**config.mk**
```make
export PLATFORM = sky130hd
export DESIGN_NAME = l1a_serializer
export DESIGN_NICKNAME = d
export VERILOG_FILES = /design/src/rtl/l1a_link_pkg.sv /design/src/rtl/l1a_cmd_arbiter.sv /design/src/rtl/l1a_serializer.sv
export SDC_FILE = /design/constraint.sdc
export NUM_CORES = 1
export LEC_CHECK = 0
export CORE_ASPECT_RATIO = 0.5
export CORE_UTILIZATION = 55
export DETAILED_ROUTE_END_ITERATION = 10
export PLACE_DENSITY_LB_ADDON = 0.05
export REMOVE_ABC_BUFFERS = 1
export SLEW_MARGIN = 20
export SYNTH_ARGS = -nofsm -noshare
export SYNTH_HDL_FRONTEND = slang
export SYNTH_SLANG_ARGS = --single-unit
```
**constraint.sdc**
```tcl
create_clock -name clk -period 5.2 [get_ports clk]
set_input_delay 1.3 -clock clk [delete_from_list [all_inputs] [get_ports clk]]
set_output_delay 1.3 -clock clk [all_outputs]
set_load 0.005 [all_outputs]
```
**src/rtl/l1a_link_pkg.sv**
```systemverilog
// ============================================================================
// Module : l1a_link_pkg
// Brief  : Shared codes, frame constants and FSM states for the L1A link.
// Rev    : 1.0  initial release
// ============================================================================
`default_nettype none

package l1a_link_pkg;

  localparam logic [2:0] CODE_L1A    = 3'b000;
  localparam logic [2:0] CODE_DELTA  = 3'b001;
  localparam logic [2:0] CODE_ALIGN  = 3'b010;
  localparam logic [2:0] CODE_L1A_PS = 3'b100;
  localparam logic [2:0] CODE_PL1A   = 3'b110;
  localparam logic [2:0] CODE_RST    = 3'b111;

  localparam int FRAME_LEN         = 4;
  localparam int MIN_STARTUP_ZEROS = 4;

  // Command slots, lowest index = highest priority.
  localparam int NUM_CMDS   = 6;
  localparam int IDX_RST    = 0;
  localparam int IDX_ALIGN  = 1;
  localparam int IDX_DELTA  = 2;
  localparam int IDX_L1A_PS = 3;
  localparam int IDX_L1A    = 4;
  localparam int IDX_PL1A   = 5;

  typedef enum logic [2:0] {
    ST_STARTUP = 3'd0,
    ST_IDLE    = 3'd1,
    ST_SB      = 3'd2,
    ST_C2      = 3'd3,
    ST_C1      = 3'd4,
    ST_C0      = 3'd5,
    ST_GAP     = 3'd6
  } state_t;

  function automatic logic [2:0] idx_to_code(input int idx);
    logic [2:0] c;
    case (idx)
      IDX_RST:    c = CODE_RST;
      IDX_ALIGN:  c = CODE_ALIGN;
      IDX_DELTA:  c = CODE_DELTA;
      IDX_L1A_PS: c = CODE_L1A_PS;
      IDX_L1A:    c = CODE_L1A;
      default:    c = CODE_PL1A;
    endcase
    return c;
  endfunction

endpackage

`default_nettype wire

```
**src/rtl/l1a_cmd_arbiter.sv**
```systemverilog
// ============================================================================
// Module : l1a_cmd_arbiter
// Brief  : Pending flags, drop counting and fixed-priority command select.
//          RST slot exists only when L1A_SERIALIZER_RST_EN is defined.
// Rev    : 1.0  initial release
// ============================================================================
`default_nettype none

module l1a_cmd_arbiter
  import l1a_link_pkg::*;
(
  input  logic        clk,
  input  logic        rst,
  input  logic        req_l1a,
  input  logic        req_ps,
  input  logic        req_pl1a,
  input  logic        req_align,
  input  logic        req_delta,
  input  logic        req_rst,
  input  logic        consume,
  output logic        valid,
  output logic [2:0]  code,
  output logic [15:0] drop_cnt
);

  logic [NUM_CMDS-1:0] pend_q, pend_d;
  logic [NUM_CMDS-1:0] req_vec, cand, win, clr, drop;
  logic [15:0]         drop_cnt_q, drop_cnt_d;
  logic [2:0]          drop_num;
  logic [16:0]         drop_sum;
  logic                found;

`ifdef L1A_SERIALIZER_RST_EN
  always_comb begin
    req_vec             = '0;
    req_vec[IDX_RST]    = req_rst;
    req_vec[IDX_ALIGN]  = req_align;
    req_vec[IDX_DELTA]  = req_delta;
    req_vec[IDX_L1A_PS] = req_l1a & req_ps;
    req_vec[IDX_L1A]    = req_l1a & ~req_ps;
    req_vec[IDX_PL1A]   = req_pl1a;
  end
`else
  logic unused_req_rst;
  assign unused_req_rst = req_rst;

  always_comb begin
    req_vec             = '0;
    req_vec[IDX_ALIGN]  = req_align;
    req_vec[IDX_DELTA]  = req_delta;
    req_vec[IDX_L1A_PS] = req_l1a & req_ps;
    req_vec[IDX_L1A]    = req_l1a & ~req_ps;
    req_vec[IDX_PL1A]   = req_pl1a;
  end
`endif

  // Same-cycle requests compete directly so an idle line launches immediately.
  always_comb begin
    cand  = pend_q | req_vec;
    win   = '0;
    code  = CODE_L1A;
    found = 1'b0;
    for (int i = 0; i < NUM_CMDS; i++) begin
      if (cand[i] && !found) begin
        win[i] = 1'b1;
        code   = idx_to_code(i);
        found  = 1'b1;
      end
    end
    valid = found;
  end

  // A consumed pending flag is re-armed by a same-edge request; a winner that
  // came straight from the request line leaves nothing behind.
  always_comb begin
    clr      = consume ? win : '0;
    pend_d   = (pend_q & ~clr) | (req_vec & ~(clr & ~pend_q));
    drop     = req_vec & pend_q & ~clr;
    drop_num = '0;
    for (int i = 0; i < NUM_CMDS; i++) begin
      drop_num = drop_num + {2'b00, drop[i]};
    end
    drop_sum   = {1'b0, drop_cnt_q} + {14'd0, drop_num};
    drop_cnt_d = drop_sum[16] ? 16'hFFFF : drop_sum[15:0];
  end

  always_ff @(posedge clk) begin
    if (rst) begin
      pend_q     <= '0;
      drop_cnt_q <= '0;
    end else begin
      pend_q     <= pend_d;
      drop_cnt_q <= drop_cnt_d;
    end
  end

  assign drop_cnt = drop_cnt_q;

endmodule

`default_nettype wire

```
**src/rtl/l1a_serializer.sv**
```systemverilog
// ============================================================================
// Module : l1a_serializer
// Brief  : Single-wire L1A trigger transmitter: startup zero-run, 4-bit frames.
//          Optional remote reset command enabled by L1A_SERIALIZER_RST_EN.
// Rev    : 1.0  initial release
// ============================================================================
`default_nettype none

module l1a_serializer
  import l1a_link_pkg::*;
#(
  parameter int STARTUP_ZEROS = 8,
  parameter int GAP           = 0
) (
  input  logic        clk,
  input  logic        rst,
  input  logic        req_l1a,
  input  logic        req_ps,
  input  logic        req_pl1a,
  input  logic        req_align,
  input  logic        req_delta,
  input  logic        req_rst,
  output logic        tx,
  output logic        busy,
  output logic        sent,
  output logic [2:0]  sent_code,
  output logic [15:0] drop_cnt
);

  localparam int         ZEROS_EFF  = (STARTUP_ZEROS < MIN_STARTUP_ZEROS) ?
                                      MIN_STARTUP_ZEROS : STARTUP_ZEROS;
  localparam logic [7:0] ZEROS_LAST = 8'(ZEROS_EFF - 1);
  localparam logic [7:0] GAP_LAST   = (GAP > 0) ? 8'(GAP - 1) : 8'd0;

  state_t      state_q, state_d;
  logic [7:0]  cnt_q, cnt_d;
  logic [2:0]  code_q, code_d;
  logic [2:0]  sent_code_q, sent_code_d;
  logic        tx_q, tx_d;
  logic        sent_q, sent_d;
  logic        consume;
  logic        arb_valid;
  logic [2:0]  arb_code;

  l1a_cmd_arbiter u_arbiter (
    .clk       (clk),
    .rst       (rst),
    .req_l1a   (req_l1a),
    .req_ps    (req_ps),
    .req_pl1a  (req_pl1a),
    .req_align (req_align),
    .req_delta (req_delta),
    .req_rst   (req_rst),
    .consume   (consume),
    .valid     (arb_valid),
    .code      (arb_code),
    .drop_cnt  (drop_cnt)
  );

  always_comb begin
    state_d = state_q;
    cnt_d   = cnt_q;
    case (state_q)
      ST_STARTUP: begin
        if (cnt_q == ZEROS_LAST) begin
          cnt_d   = 8'd0;
          state_d = arb_valid ? ST_SB : ST_IDLE;
        end else begin
          cnt_d = cnt_q + 8'd1;
        end
      end
      ST_IDLE: if (arb_valid) state_d = ST_SB;
      ST_SB:   state_d = ST_C2;
      ST_C2:   state_d = ST_C1;
      ST_C1:   state_d = ST_C0;
      ST_C0: begin
        if (GAP > 0) begin
          state_d = ST_GAP;
          cnt_d   = 8'd0;
        end else begin
          state_d = arb_valid ? ST_SB : ST_IDLE;
        end
      end
      ST_GAP: begin
        if (cnt_q == GAP_LAST) begin
          cnt_d   = 8'd0;
          state_d = arb_valid ? ST_SB : ST_IDLE;
        end else begin
          cnt_d = cnt_q + 8'd1;
        end
      end
      default: state_d = ST_STARTUP;
    endcase

    // The line is registered, so it is driven from the state being entered.
    consume = (state_d == ST_SB);
    code_d  = consume ? arb_code : code_q;
    case (state_d)
      ST_SB:   tx_d = 1'b1;
      ST_C2:   tx_d = code_d[2];
      ST_C1:   tx_d = code_d[1];
      ST_C0:   tx_d = code_d[0];
      default: tx_d = 1'b0;
    endcase
    sent_d      = (state_d == ST_C0);
    sent_code_d = sent_d ? code_q : sent_code_q;
  end

  always_ff @(posedge clk) begin
    if (rst) begin
      state_q     <= ST_STARTUP;
      cnt_q       <= 8'd0;
      code_q      <= 3'd0;
      tx_q        <= 1'b0;
      sent_q      <= 1'b0;
      sent_code_q <= 3'd0;
    end else begin
      state_q     <= state_d;
      cnt_q       <= cnt_d;
      code_q      <= code_d;
      tx_q        <= tx_d;
      sent_q      <= sent_d;
      sent_code_q <= sent_code_d;
    end
  end

  assign tx        = tx_q;
  assign busy      = (state_q != ST_IDLE);
  assign sent      = sent_q;
  assign sent_code = sent_code_q;

endmodule

`default_nettype wire

```
==> summary.txt, run 1 <==
Outcome
  – Status: complete, no violations

Cells and area
  – Area growth syn-to-layout: 23.7%
  – Number of antenna diodes: 0
  – Share of cells above drive strength 1: 14.8%
  – Final Cell Area: 2810 sq um
  – Final nets: 313
  – Most frequent cells in the layout: 41 x dfxtp_1, 28 x clkdlybuf4s50_1, 20 x nor2_1, 17 x buf_4, 16 x nand2_1
  – Most common cell after layout, fill and taps aside: dfxtp_1
  – Fin util: 71.7%

Yosys
  – Post-Synth XOR/XNOR Area: 4.57%
  – Top_reg_cell synth: dfxtp_1
  – Async S/R FF share, synth: 0%
  – Register area share after synthesis: 36.1%
  – Area of the mapped netlist: 2270 sq um
  – Post-synth EDFFs: 0
  – Largest family of logic cells by synthesized area: simple AND/OR/NAND/NOR gates
  – Syn Area/Cell: 8.95 sq um
  – Ys Warns: 0
  – Compound-cell area share of the yosys netlist: 22.4%
  – Post-synthesis mux area share: 1.76%
  – FF+latch count, synth: 41
  – Adder-cell share of the synthesized area: 5.95%
  – Synth Area in Simple Gates: 24.2%
  – Yosys cell types: 55
  – Syn Inst Count: 254

Pwr
  – Net switching power: 0.177 mW
  – Max VDD drop: 0.124 mV
  – Logic pwr share: 15.1%
  – P_leak: 1.05 nW
  – Internal cell power: 0.497 mW
  – Pwr dens: 240 nW/um^2
  – Switching Fraction: 26.2%
  – Sequential Power Share: 50.8%
  – Clock power frac: 34.1%

Global route
  – Pin count of the biggest net entering global routing: 20
  – Total track usage: 24.0%
  – Initial antenna violation count: 0
  – Aggregate global routing overflow: 0
  – First-pass GRT wire length: 8200 um
  – Vias in the first global route: 1820

Floorplan
  – Row count: 16
  – Die Ht: 47.5 um
  – Core area: 3920 sq um
  – Die ar.: 4410 sq um
  – Initial core utilization: 57.9%
  – Die X-Extent: 92.9 um
  – Io pins: 30

STA
  – F_max: 201 MHz
  – Slew headroom: 56.3%
  – Final Max Tran Viols: 0
  – Unrepaired setup endpoints after global routing: no
  – TNS Setup: 0 ns
  – Clock skew: 0.00347 ns
  – Final setup fails: 0
  – Tcrit/Tclk final: 95.8%
  – Period minus WS final: 4.98 ns
  – Fin. Hold Viols: 0
  – Worst-Margin Slew: 0.654 ns

Worst setup path
  – CP Max Fanout: 5
  – Most frequent CP cell: fa_1
  – Buf/Inv on CP: 3
  – CP Data Arrival Time: 5.20 ns
  – WS Path Type: in2reg
  – Critical Path Sink Type: flip-flop
  – Worst EP required: 5.42 ns
  – Startpoint Class: primary input
  – Slowest stage cell, crit path: fa_1
  – Critical Path, Cell by Cell: clkdlybuf4s50_1, or3_1, or3_1, o211ai_1, fa_1, fa_1, inv_1, ha_1, inv_1, fa_1, nor2b_2, nor2_1, or4_4, a31oi_1
  – Crit path max-delay family: adder cells
  – Max incr delay on CP: 0.49 ns

Place
  – DP Wirelength: 3700 um
  – Port bufs: 28
  – Placed Area: 2690 sq um
  – Routability Congestion: 0.810

CTS
  – CTS tree: built
  – Worst-Skew Late Latency: 0.29 ns
  – Post-CTS setup buffers: 0
  – CTS max path bufs: 2
  – Clk root buf: clkbuf_8
  – H-tree lvl count: 2
  – Worst-path clk slew: 0.08 ns
  – CTS Buf Count: 5
  – Clock sink count: 41

Detailed routing
  – Drt wl/cell: 14.9 um
  – Vias/cell: 5.96
  – Total Wirelength: 5230 um
  – DR vias: 2092
  – Antenna-violating nets left: 0
  – Final routed DRC violation total: 0
  – Iter 0 DRT Violations: 83
  – Detailed Routing Iterations Pass 1: 4

Run
  – Max Cap Viol: 0

Worst hold path
  – Hold WC Path Type: reg2reg
==> logic make-up (layout without fill, tap and decap cells) <==
group | Yosys count | in the layout
compound gates | 68 | 68
simple gates | 95 | 96
flops | 41 | 41
mux | 4 | 4
buf+inv | 26 | 68
xor+xnor | 11 | 11
fa+ha+maj | 9 | 9
==> state kept, by name (all words and copies together) (netlist names) <==
signal	count
cnt_q	8
code_q	3
sent	1
sent_code	3
state_q	3
tx	1
u_arbiter.drop_cnt	16
u_arbiter.pend_q	6
==> synthesized netlist by cell type (3+ instances only) <==
cell type | number | area, sq um
a211oi_1 | 4 | 30.0
a21oi_1 | 14 | 70.1
a31oi_1 | 10 | 62.6
and3_1 | 5 | 31.3
clkbuf_1 | 6 | 22.5
dfxtp_1 | 41 | 821
fa_1 | 3 | 60.1
ha_1 | 6 | 75.1
inv_1 | 15 | 56.3
mux2i_1 | 4 | 40.0
nand2_1 | 16 | 60.1
nand3_1 | 8 | 40.0
nand4_1 | 3 | 18.8
nor2_1 | 20 | 75.1
nor2b_1 | 5 | 31.3
nor3_1 | 6 | 30.0
nor4_1 | 5 | 31.3
o211a_1 | 4 | 40.0
o211ai_1 | 4 | 30.0
o21ai_0 | 5 | 25.0
o31ai_1 | 5 | 37.5
or3_1 | 7 | 43.8
or4_1 | 3 | 22.5
xnor2_1 | 6 | 52.6
xor2_1 | 4 | 35.0
==> layout make-up <==
cell class,count,area (sq um)
Tap cell,54,67.6
Clock inverter,1,5.00
Fill cell,325,1110
Inverter,15,56.3
Timing Repair Buffer,45,408
Sequential cell,41,821
Multi-Input combinational cell,188,1360
Clock buffer,7,96.3
==> timing repair <==
action                                  CTS  global route
gates resized for setup                   0             4
hold buffers                              0             0
endpoints found under the setup margin    0            15
==> power by group through the flow <==
stage          clock (mW)  sequential, mW  combinational, mW
3_5_place_dp            0           0.349              0.100
5_1_grt             0.248           0.344              0.115
6_report            0.230           0.342              0.102
3_3_place_gp            0           0.348             0.0972
4_1_cts             0.232           0.342              0.101
2_1_floorplan           0           0.346             0.0580
==> final timing paths <==
| kind | start | endpoint | slack, ns | cells past startpoint |
|---|---|---|---|---|
| worst min register to register | sent_code[0] | sent_code[0] | 0.50 | 2 |
| worst max-delay path | req_align | u_arbiter.drop_cnt[11] | 0.22 | 14 |
| worst max register to register | state_q[0] | u_arbiter.drop_cnt[11] | 0.88 | 14 |
| worst min-delay path | sent_code[0] | sent_code[0] | 0.50 | 2 |
==> stage by stage <==
step	total power, mW	hold WS, ns	setup slack [ns]	std cells
global route	0.707	0.534	0.0183	351
floorplan	0.404	0.470	0.370	243
detailed placement	0.450	0.485	-0.226	342
global placement	0.446	0.480	-0.170	342
finish	0.673	0.502	0.218	351
CTS	0.675	0.507	0.0719	350
==> metal layers <==
metal  up-vias  routed length [um]  track usage, %
met3         4                 244            5.71
met1       993                2420            29.8
met4         0                  25            6.46
met2        59                2540            44.0
li1       1036                   -               -
met5         -                   0               0
==> worst reg2reg max path, delay by kind of cell (launching register included) <==
family | cells | cell delay (ns)
buf+inv | 2 | 0.13
compound gates | 3 | 0.80
fa+ha+maj | 4 | 1.55
simple gates | 5 | 1.28
flops | 1 | 0.50
(Power assumes the default switching activity.)
==> run 2: changes to the inputs <==
--- a/config.mk
+++ b/config.mk
@@ -5,6 +5,7 @@
 export SDC_FILE = /design/constraint.sdc
 export NUM_CORES = 1
 export LEC_CHECK = 0
+export CAP_MARGIN = 0
 export CORE_ASPECT_RATIO = 0.5
 export CORE_UTILIZATION = 55
 export DETAILED_ROUTE_END_ITERATION = 10
==> results of run 2 <==
Same layout as run 1: the final DEF is identical, and so are final timing and power.
